==> src/rtl/serial_add_ctrl.sv <==
`timescale 1ns/1ps
`default_nettype none
// ============================================================================
// Module   : serial_add_ctrl
// Purpose  : Bit-serial adder controller. Sequences a single one-bit full
//            adder LSB-first over WIDTH cycles to compute A + B + cin, and
//            owns the operand shift registers, carry flop, bit counter,
//            start/busy/done handshake and the registered result.
// Ports    : clk      - clock, all state changes on its rising edge
//            rst_n    - asynchronous active-low reset
//            start_i  - job request, only looked at in IDLE
//            a_i/b_i  - operands, captured on the accepting edge
//            cin_i    - carry-in, captured on the accepting edge
//            busy_o   - high while the job is being shifted through (RUN)
//            done_o   - one-cycle pulse, result valid (DONE)
//            sum_o    - A + B + cin mod 2**WIDTH, held until the next DONE
//            cout_o   - carry out of bit WIDTH-1
//            ovf_o    - signed overflow (carry into MSB xor carry out)
// Revision : 1.0 - initial release
// ============================================================================
module serial_add_ctrl #(
    parameter int WIDTH = 8,
    parameter int CNT_W = 4
) (
    input  logic             clk,
    input  logic             rst_n,
    input  logic             start_i,
    input  logic [WIDTH-1:0] a_i,
    input  logic [WIDTH-1:0] b_i,
    input  logic             cin_i,
    output logic             busy_o,
    output logic             done_o,
    output logic [WIDTH-1:0] sum_o,
    output logic             cout_o,
    output logic             ovf_o
);

    typedef enum logic [1:0] {
        S_IDLE = 2'd0,
        S_RUN  = 2'd1,
        S_DONE = 2'd2
    } state_t;

    localparam logic [CNT_W-1:0] LAST_CNT = CNT_W'(WIDTH - 1);

    state_t           state_q;
    logic [WIDTH-1:0] a_sr_q;
    logic [WIDTH-1:0] b_sr_q;
    // Holds the WIDTH-1 result bits produced so far; the final bit is
    // appended straight into sum_q on the last RUN edge.
    logic [WIDTH-2:0] acc_q;
    logic             carry_q;
    logic [CNT_W-1:0] cnt_q;
    logic             busy_q;
    logic             done_q;
    logic [WIDTH-1:0] sum_q;
    logic             cout_q;
    logic             ovf_q;

    // Shared one-bit full adder.
    logic             fa_sum;
    logic             fa_carry;
    logic [WIDTH-1:0] acc_d;

    assign fa_sum   = a_sr_q[0] ^ b_sr_q[0] ^ carry_q;
    assign fa_carry = (a_sr_q[0] & b_sr_q[0]) | (a_sr_q[0] & carry_q) |
                      (b_sr_q[0] & carry_q);
    // New bit enters at the MSB; after WIDTH shifts bit 0 sits at the LSB.
    assign acc_d    = {fa_sum, acc_q};

    always_ff @(posedge clk or negedge rst_n) begin
        if (!rst_n) begin
            state_q <= S_IDLE;
            a_sr_q  <= '0;
            b_sr_q  <= '0;
            acc_q   <= '0;
            carry_q <= 1'b0;
            cnt_q   <= '0;
            busy_q  <= 1'b0;
            done_q  <= 1'b0;
            sum_q   <= '0;
            cout_q  <= 1'b0;
            ovf_q   <= 1'b0;
        end else begin
            case (state_q)
                S_IDLE: begin
                    done_q <= 1'b0;
                    if (start_i) begin
                        a_sr_q  <= a_i;
                        b_sr_q  <= b_i;
                        carry_q <= cin_i;
                        acc_q   <= '0;
                        cnt_q   <= '0;
                        busy_q  <= 1'b1;
                        state_q <= S_RUN;
                    end
                end
                S_RUN: begin
                    acc_q   <= acc_d[WIDTH-1:1];
                    a_sr_q  <= a_sr_q >> 1;
                    b_sr_q  <= b_sr_q >> 1;
                    carry_q <= fa_carry;
                    cnt_q   <= cnt_q + 1'b1;
                    if (cnt_q == LAST_CNT) begin
                        // carry_q here is the carry into the MSB.
                        sum_q   <= acc_d;
                        cout_q  <= fa_carry;
                        ovf_q   <= carry_q ^ fa_carry;
                        busy_q  <= 1'b0;
                        done_q  <= 1'b1;
                        state_q <= S_DONE;
                    end
                end
                S_DONE: begin
                    done_q  <= 1'b0;
                    state_q <= S_IDLE;
                end
                default: begin
                    busy_q  <= 1'b0;
                    done_q  <= 1'b0;
                    state_q <= S_IDLE;
                end
            endcase
        end
    end

    assign busy_o = busy_q;
    assign done_o = done_q;
    assign sum_o  = sum_q;
    assign cout_o = cout_q;
    assign ovf_o  = ovf_q;

endmodule
`default_nettype wire
==> config.mk <==
export PLATFORM = sky130hd
export DESIGN_NAME = serial_add_ctrl
export DESIGN_NICKNAME = d
export VERILOG_FILES = /design/src/rtl/serial_add_ctrl.sv
export SDC_FILE = /design/constraint.sdc
export NUM_CORES = 1
export LEC_CHECK = 0
export BUFFER_PORTS_ARGS = -buffer_cell sky130_fd_sc_hd__buf_2
export CAP_MARGIN = 0
export CORE_MARGIN = 2
export CORE_UTILIZATION = 55
export CTS_CLUSTER_DIAMETER = 40
export CTS_CLUSTER_SIZE = 8
export DETAILED_ROUTE_END_ITERATION = 8
export GPL_TIMING_DRIVEN = 0
export PLACE_DENSITY = 0.89
export SYNTH_ARGS = -nofsm -noshare
export SYNTH_HDL_FRONTEND = slang
export SYNTH_SLANG_ARGS = --single-unit
==> constraint.sdc <==
create_clock -name clk -period 2 [get_ports clk]
set_clock_uncertainty 0.15 [all_clocks]
set_input_delay 0.6 -clock clk [delete_from_list [all_inputs] [get_ports clk]]
set_output_delay 0.6 -clock clk [all_outputs]
set_load 0.1 [all_outputs]
==> impl_table.tex, run 1 <==
\begin{tabular}{lr}
\hline
Metric & Value \\
\hline
\multicolumn{2}{l}{\textbf{Routing}} \\
\quad Count of vias placed by the detailed router & 1,414 \\
\quad Number of nets still failing antenna checks after routing & 0 \\
\quad Average wire length per cell after detail routing & 15.2 µm \\
\quad Sum of routed wire length over all layers & 3780 µm \\
\quad Drt first pass iters & 5 \\
\quad Drt drc & 0 \\
\quad DR iter-0 viols & 71 \\
\quad Via density & 5.68 \\
\multicolumn{2}{l}{\textbf{Timing}} \\
\quad Maximum clock rate & 521 MHz \\
\quad Setup repair after global routing missed its margin & no \\
\quad Max Transition Viols Final & 0 \\
\quad Worst-case headroom to the max-slew limit & 38.9\% \\
\quad Final Hold Violating Endpoints & 0 \\
\quad Number of failing setup endpoints in the final timing report & 0 \\
\quad Sum of negative setup slack & 0 ns \\
\quad Final period demand of the worst path & 1.92 ns \\
\quad Final clock period utilization by the worst path & 96.0\% \\
\quad Slew at the pin with the worst max-slew slack & 0.917 ns \\
\multicolumn{2}{l}{\textbf{Die}} \\
\quad Area enclosed by the die boundary & 0.00398 mm² \\
\quad Y dimension of the die & 63.1 µm \\
\quad Initial core utilization & 57.6\% \\
\quad \# rows & 21 \\
\quad Core box area & 0.00334 mm² \\
\quad Top-level I/O count & 32 \\
\quad Die Wd & 63.1 µm \\
\multicolumn{2}{l}{\textbf{Clock network}} \\
\quad Number of buffers created by CTS & 5 \\
\quad TritonCTS clock tree & built \\
\quad Number of buffers added to fix hold violations after cts & 0 \\
\quad Clock tree root driver cell & clkbuf\_4 \\
\quad Clock tree sinks & 42 \\
\quad Clock transition at the registers of the reported paths & 0.13 ns \\
\quad Later-pin clock latency in the skew report & 0.35 ns \\
\quad H-tree lvl count & 2 \\
\quad Max Root-Sink Buffers & 2 \\
\multicolumn{2}{l}{\textbf{Yosys}} \\
\quad Ys flop type & dfrtp\_1 \\
\quad Leading cell type by number of instances after synthesis & dfrtp\_1 \\
\quad Number of enable flip-flop cells after synthesis & 0 \\
\quad Warning count from the yosys run & 0 \\
\quad Leading cell types by total area after synthesis & dfrtp\_1, mux2\_4, a22oi\_1 \\
\quad Gate count after technology mapping & 164 \\
\quad Synthesized cell area & 0.00192 mm² \\
\quad Net count after synthesis & 186 \\
\quad Sequential cell area fraction in the yosys report & 54.7\% \\
\quad Synthesized flop and latch total & 42 \\
\quad Top cell types by occurrence after synthesis & dfrtp\_1, a21oi\_1, o21ai\_0 \\
\quad Area leader, netlist & dfrtp\_1 \\
\quad Average size of a mapped cell & 11.7 µm² \\
\quad Ys async rst share & 100\% \\
\quad Unique masters post-synth & 31 \\
\quad Post-synth top area share & 54.7\% \\
\multicolumn{2}{l}{\textbf{Worst setup path}} \\
\quad Critical-path cell with the highest stage delay & buf\_2 \\
\quad Number of logic stages on the critical path including buffering & 1 \\
\quad Reg-to-reg critical path startpoint & cnt\_q[0]\$\_DFFE\_PN0P\_ \\
\quad Crit path buf inv count & 1 \\
\quad Data required, critical path & 1.25 ns \\
\quad End point of the critical path & done\_o \\
\quad Element type at the critical path start & register \\
\quad Critical Setup Path Class & reg -> out \\
\quad Launching element of the worst setup path & done\_o\$\_DFFE\_PN0P\_ \\
\quad Data arrival, critical path & 1.17 ns \\
\quad Max FO, Critical Path & 2 \\
\quad CP cell instances & buf\_2 \\
\quad Kind of end point of the critical path & output pin \\
\quad Logic depth of the worst register-to-register path & 5 \\
\quad CP peak stage delay & 0.43 ns \\
\quad Capture point of the worst reg-to-reg path & sum\_o[2]\$\_DFFE\_PN0P\_ \\
\quad Crit path max-delay family & buffers and inverters \\
\quad Flop-to-flop setup slack & 0.20 ns \\
\multicolumn{2}{l}{\textbf{Placement}} \\
\quad Estimated wirelength of the detail-placed design & 2540 µm \\
\quad Weighted congestion reported at the end of routability-driven placement & 0.778 \\
\quad Number of port buffers & 31 \\
\multicolumn{2}{l}{\textbf{Hold path}} \\
\quad Class of the tightest hold or removal check & in -> async \\
\multicolumn{2}{l}{\textbf{Pwr}} \\
\quad Total power per unit cell area & 1680 mW/mm² \\
\quad IR Drop Worst-Case VDD & 0.587 mV \\
\quad LEAKAGE & 1.05 nW \\
\multicolumn{2}{l}{\textbf{Finish}} \\
\quad Register cell area after layout & 0.00105 mm² \\
\quad Final net count & 224 \\
\quad Layout cells sized above 1 & 30.0\% \\
\quad Total area of multi-input combinational cells & 782 µm² \\
\quad ANT cells & 0 \\
\quad Layout overhead on the synthesized area & 14.5\% \\
\quad Final core utilization & 66.0\% \\
\quad Filler Cell Count & 277 \\
\multicolumn{2}{l}{\textbf{Global route}} \\
\quad Global router's overall resource usage & 21.3\% \\
\quad Number of global-route vias before repair & 1,375 \\
\quad First-pass GRT wire length & 6510 µm \\
\quad Antenna violations before repair & 0 \\
\quad Maximum number of pins on one net before global-route repair & 43 \\
\quad Remaining Overflow, GRT & 0 \\
\multicolumn{2}{l}{\textbf{Outcome}} \\
\quad Run status & completed \\
\multicolumn{2}{l}{\textbf{Job}} \\
\quad Number of max-cap violations & 0 \\
\hline
\end{tabular}
-- sequential cells by signal, summed over array words and instances, names as in the netlist --
register,cells
b_sr_q,8
sum_o,8
cnt_q,4
state_q,2
acc_q,7
cout_o,1
done_o,1
ovf_o,1
busy_o,1
carry_q,1
a_sr_q,8
-- where the power goes --
group          switching, W  internal [W]
registers          0.000253       0.00116
logic               0.00124      0.000604
clock network      0.000280      0.000169
total               0.00177       0.00194
-- cell families after synthesis --
family	synth area share [%]
xor gates and xnor gates	0.456
muxes	7.42
adders and majority gates	1.69
buffers and inverters	4.62
DFF	54.7
and+or+nand+nor	9.18
AOI/OAI and AO/OA	21.9
-- worst register-to-register path: stages (launching register included) --
cell and delay, ns:
dfrtp_1 0.44, ha_1 0.24, and3b_2 0.25, and2_4 0.18, buf_12 0.14, mux2_4 0.30
-- through the flow --
step | cell area [µm²] | instances | setup slack [ns] | total power [W] | hold WS (ns)
after detailed placement | 2130 | 241 | 0.213 | 0.00328 | 0.327
after global placement | 2130 | 241 | 0.234 | 0.00322 | 0.318
after floorplan | 1920 | 164 | 0.300 | 0.00291 | 0.154
after global routing | 2200 | 249 | 0.0246 | 0.00392 | 0.278
final | 2200 | 249 | 0.0803 | 0.00370 | 0.218
after CTS | 2200 | 249 | 0.0404 | 0.00372 | 0.236
-- area by class of cell --
class,instances,area share (%)
clock buffer,6,2.33
tap,46,2.62
sequential,42,47.8
inverter,2,0.341
timing repair buffer,31,7.16
buffer,12,3.70
clock inverter,2,0.569
multi-input combinational,108,35.5
-- layer usage --
| layer | vias to the layer above | track usage, % | wire length (µm) |
|---|---|---|---|
| met5 | - | 0 | 0 |
| met4 | 0 | 9.17 | 34 |
| met3 | 5 | 6.07 | 210 |
| met2 | 46 | 31.8 | 1840 |
| met1 | 689 | 29.3 | 1690 |
| li1 | 674 | - | - |
-- worst min-delay path by stage --
| stage | from | end | slack, ns | cells after the start |
|---|---|---|---|---|
| 2_1_floorplan | rst_n | a_sr_q[0]$_DFFE_PN0P_ | 0.15 | 0 |
| 4_1_cts | rst_n | sum_o[1]$_DFFE_PN0P_ | 0.24 | 1 |
| 6_report | rst_n | sum_o[0]$_DFFE_PN0P_ | 0.22 | 1 |
| 3_5_place_dp | cnt_q[3]$_DFFE_PN0P_ | cnt_q[3]$_DFFE_PN0P_ | 0.33 | 1 |
| 5_1_grt | rst_n | state_q[0]$_DFFE_PN0P_ | 0.28 | 1 |
| 3_3_place_gp | cnt_q[3]$_DFFE_PN0P_ | cnt_q[3]$_DFFE_PN0P_ | 0.32 | 1 |
-- placed cells by master, fill, tap and decap left out, types with 2 or more instances in the layout --
master,netlist,layout
buf_2,4,34
nor2_1,3,3
o21ai_0,17,17
nand2_1,3,3
a22oi_1,15,15
nor2b_1,15,15
buf_4,2,2
dfrtp_1,42,42
a21oi_1,21,21
and2b_1,3,3
mux2_4,8,8
clkbuf_4,0,6
a22o_1,8,8
mux2_2,2,2
inv_1,2,2
clkbuf_1,3,3
-- repair_timing --
item                                    in CTS  in global routing
setup buffers                                0                  0
endpoints found under the setup margin       0                  1
resized for setup                            0                  1
(Power assumes the default switching activity.)
==> run 2: changes to the inputs <==
CORE_UTILIZATION = 50   (was 55)
PLACE_DENSITY = 0.83   (was 0.89)
==> run 2 against run 1 <==
  * Flip-flop and latch count is the same
  * Fmax up 1.2%
  * Cell area rose by 2.3%
  * Critical path type unchanged
  * Highest routed layer unchanged
==> impl_table.tex, run 2 (synthesis results as in run 1) <==
\begin{tabular}{lr}
\hline
Metric & Value \\
\hline
\multicolumn{2}{l}{\textbf{Routing}} \\
\quad DR iter-0 viols & 66 (-7.0\%) \\
\quad Number of nets still failing antenna checks after routing & 0 (unchanged) \\
\quad Average wire length per cell after detail routing & 15.1 µm (-0.72\%) \\
\quad Sum of routed wire length over all layers & 3780 µm (about the same) \\
\quad Drt drc & 0 (unchanged) \\
\quad Drt first pass iters & 4 (-1) \\
\quad Via density & 5.52 (-2.8\%) \\
\quad Count of vias placed by the detailed router & 1,386 (-2.0\%) \\
\multicolumn{2}{l}{\textbf{Timing}} \\
\quad Worst hold slack after final layout & 0.265 ns (+0.0473 ns) \\
\quad Number of failing setup endpoints in the final timing report & 0 (unchanged) \\
\quad Final clock period utilization by the worst path & 94.8\% (-1.2 points) \\
\quad Maximum clock rate & 527 MHz (+1.2\%) \\
\quad Final Hold Violating Endpoints & 0 (unchanged) \\
\quad Slew at the pin with the worst max-slew slack & 0.901 ns (-0.0164 ns) \\
\quad Max Transition Viols Final & 0 (unchanged) \\
\quad Setup repair after global routing missed its margin & no \\
\quad Final period demand of the worst path & 1.90 ns (-0.0235 ns) \\
\quad Sum of negative setup slack & 0 ns (unchanged) \\
\quad Worst-case headroom to the max-slew limit & 40.0\% (+1.1 points) \\
\multicolumn{2}{l}{\textbf{Worst setup path}} \\
\quad Critical Setup Path Class & reg -> out \\
\quad Reg-to-reg critical path startpoint & cnt\_q[0]\$\_DFFE\_PN0P\_ \\
\quad Critical-path cell with the highest stage delay & buf\_2 \\
\quad Data required, critical path & 1.25 ns (about the same) \\
\quad Capture point of the worst reg-to-reg path & sum\_o[1]\$\_DFFE\_PN0P\_ \\
\quad Number of logic stages on the critical path including buffering & 1 (unchanged) \\
\quad Crit path buf inv count & 1 (unchanged) \\
\quad Max FO, Critical Path & 3 (+1) \\
\quad Logic depth of the worst register-to-register path & 5 (unchanged) \\
\quad Data arrival, critical path & 1.15 ns (-0.02 ns) \\
\quad CP cell instances & buf\_2 \\
\quad Launching element of the worst setup path & busy\_o\$\_DFFE\_PN0P\_ \\
\quad Flop-to-flop setup slack & 0.20 ns (about the same) \\
\quad CP peak stage delay & 0.44 ns (about the same) \\
\quad Kind of end point of the critical path & output pin \\
\quad Element type at the critical path start & register \\
\quad Crit path max-delay family & buffers and inverters \\
\multicolumn{2}{l}{\textbf{Clock network}} \\
\quad Number of buffers created by CTS & 5 (unchanged) \\
\quad Clock transition at the registers of the reported paths & 0.08 ns (-0.05 ns) \\
\quad Clock tree root driver cell & clkbuf\_8 \\
\quad Buffer count from post-CTS setup fixing & 0 (unchanged) \\
\quad H-tree lvl count & 2 (unchanged) \\
\quad PostCTS Resize Cnt & 0 (unchanged) \\
\quad Number of buffers added to fix hold violations after cts & 0 (unchanged) \\
\quad Clock tree sinks & 42 (unchanged) \\
\quad Max Root-Sink Buffers & 2 (unchanged) \\
\quad Later-pin clock latency in the skew report & 0.30 ns (-0.05 ns) \\
\quad TritonCTS clock tree & built \\
\multicolumn{2}{l}{\textbf{Finish}} \\
\quad Layout overhead on the synthesized area & 17.1\% \\
\quad Cell Count, Final, Fillers Out & 251 (+0.80\%) \\
\quad Layout cells sized above 1 & 30.0\% (unchanged) \\
\quad Most common library cell in the layout ignoring fill and taps & dfrtp\_1 \\
\quad Fin area & 0.00225 mm² (+2.3\%) \\
\quad Final net count & 224 (unchanged) \\
\quad ANT cells & 0 (unchanged) \\
\quad Commonest non-fill, non-tap cells in the layout & dfrtp\_1, buf\_2, a21oi\_1, o21ai\_0 \\
\quad Filler Cell Count & 345 (+25\%) \\
\multicolumn{2}{l}{\textbf{Job}} \\
\quad Number of max-cap violations & 0 (unchanged) \\
\multicolumn{2}{l}{\textbf{Global route}} \\
\quad Number of global-route vias before repair & 1,302 (-5.3\%) \\
\quad Antenna violations before repair & 0 (unchanged) \\
\quad Global router's overall resource usage & 19.4\% (-2.0 points) \\
\quad Remaining Overflow, GRT & 0 (unchanged) \\
\quad Maximum number of pins on one net before global-route repair & 43 (unchanged) \\
\quad First-pass GRT wire length & 6190 µm (-5.0\%) \\
\multicolumn{2}{l}{\textbf{Pwr}} \\
\quad IR Drop Worst-Case VDD & 0.745 mV (+27\%) \\
\quad LEAKAGE & 1.06 nW (+1.4\%) \\
\quad Total power per unit cell area & 1750 mW/mm² (+3.8\%) \\
\multicolumn{2}{l}{\textbf{Die}} \\
\quad \# rows & 22 (+4.8\%) \\
\quad Area enclosed by the die boundary & 0.00436 mm² (+9.4\%) \\
\quad Y dimension of the die & 66.0 µm (+4.6\%) \\
\quad Core box area & 0.00369 mm² (+11\%) \\
\quad Top-level I/O count & 32 (unchanged) \\
\quad Die Wd & 66.0 µm (+4.6\%) \\
\quad Initial core utilization & 52.1\% (-5.5 points) \\
\multicolumn{2}{l}{\textbf{Placement}} \\
\quad Weighted congestion reported at the end of routability-driven placement & 0.757 (-2.8\%) \\
\quad Number of cells after detailed placement & 243 (+0.83\%) \\
\quad Number of port buffers & 31 (unchanged) \\
\quad Estimated wirelength of the detail-placed design & 2580 µm (+1.4\%) \\
\quad Post-place instance area & 0.00214 mm² (+0.12\%) \\
\multicolumn{2}{l}{\textbf{Hold path}} \\
\quad Class of the tightest hold or removal check & in -> async \\
\multicolumn{2}{l}{\textbf{Outcome}} \\
\quad Run status & completed \\
\hline
\end{tabular}
run 2: cell count changes in the layout (fill, tap and decap cells not counted), sizes merged:
cell      delta
buf          +1
bufinv       +1
clkbuf       -2
clkinv       -1
clkinvlp     +1
run 2: final cells by class:
class | instances | area, µm² | share of cell area, %
sequential | 42 | 1050 | 46.7
multi-input combinational | 108 | 782 | 34.7
timing repair buffer | 31 | 155 | 6.89
buffer | 12 | 81.3 | 3.61
clock buffer | 5 | 68.8 | 3.06
tap | 48 | 60.1 | 2.67
clock inverter | 3 | 45.0 | 2.00
inverter | 2 | 7.51 | 0.334
run 2: power breakdown:
| part | switching (W) | internal (W) | total, W |
|---|---|---|---|
| registers | 0.000253 | 0.00117 | 0.00142 |
| logic | 0.00124 | 0.000601 | 0.00184 |
| clock network | 0.000306 | 0.000371 | 0.000678 |
| total | 0.00179 | 0.00214 | 0.00393 |
run 2: worst max-delay path by stage:
| stage | endpoint | slack (ns) |
|---|---|---|
| global placement | cout_o$_DFFE_PN0P_ | 0.22 |
| global route | busy_o | 0.07 |
| floorplan | cout_o$_DFFE_PN0P_ | 0.30 |
| finish | busy_o | 0.10 |
| CTS | busy_o | 0.09 |
| detailed placement | sum_o[3]$_DFFE_PN0P_ | 0.20 |
run 2: stage by stage:
stage,power (W),utilization (%),setup slack (ns)
after global routing,0.00417,61.0,0.0689
after floorplan,0.00291,-,0.300
after CTS,0.00397,61.0,0.0862
after detailed placement,0.00329,57.9,0.197
after global placement,0.00322,57.9,0.222
final,0.00393,61.0,0.104
run 2: routing by layer:
metal | global-route usage (%) | vias to the layer above | routed length, µm
met5 | 0 | - | 0
met4 | 9.95 | 0 | 87
met3 | 4.09 | 7 | 153
met2 | 29.4 | 30 | 1760
met1 | 26.2 | 678 | 1780
li1 | - | 671 | -
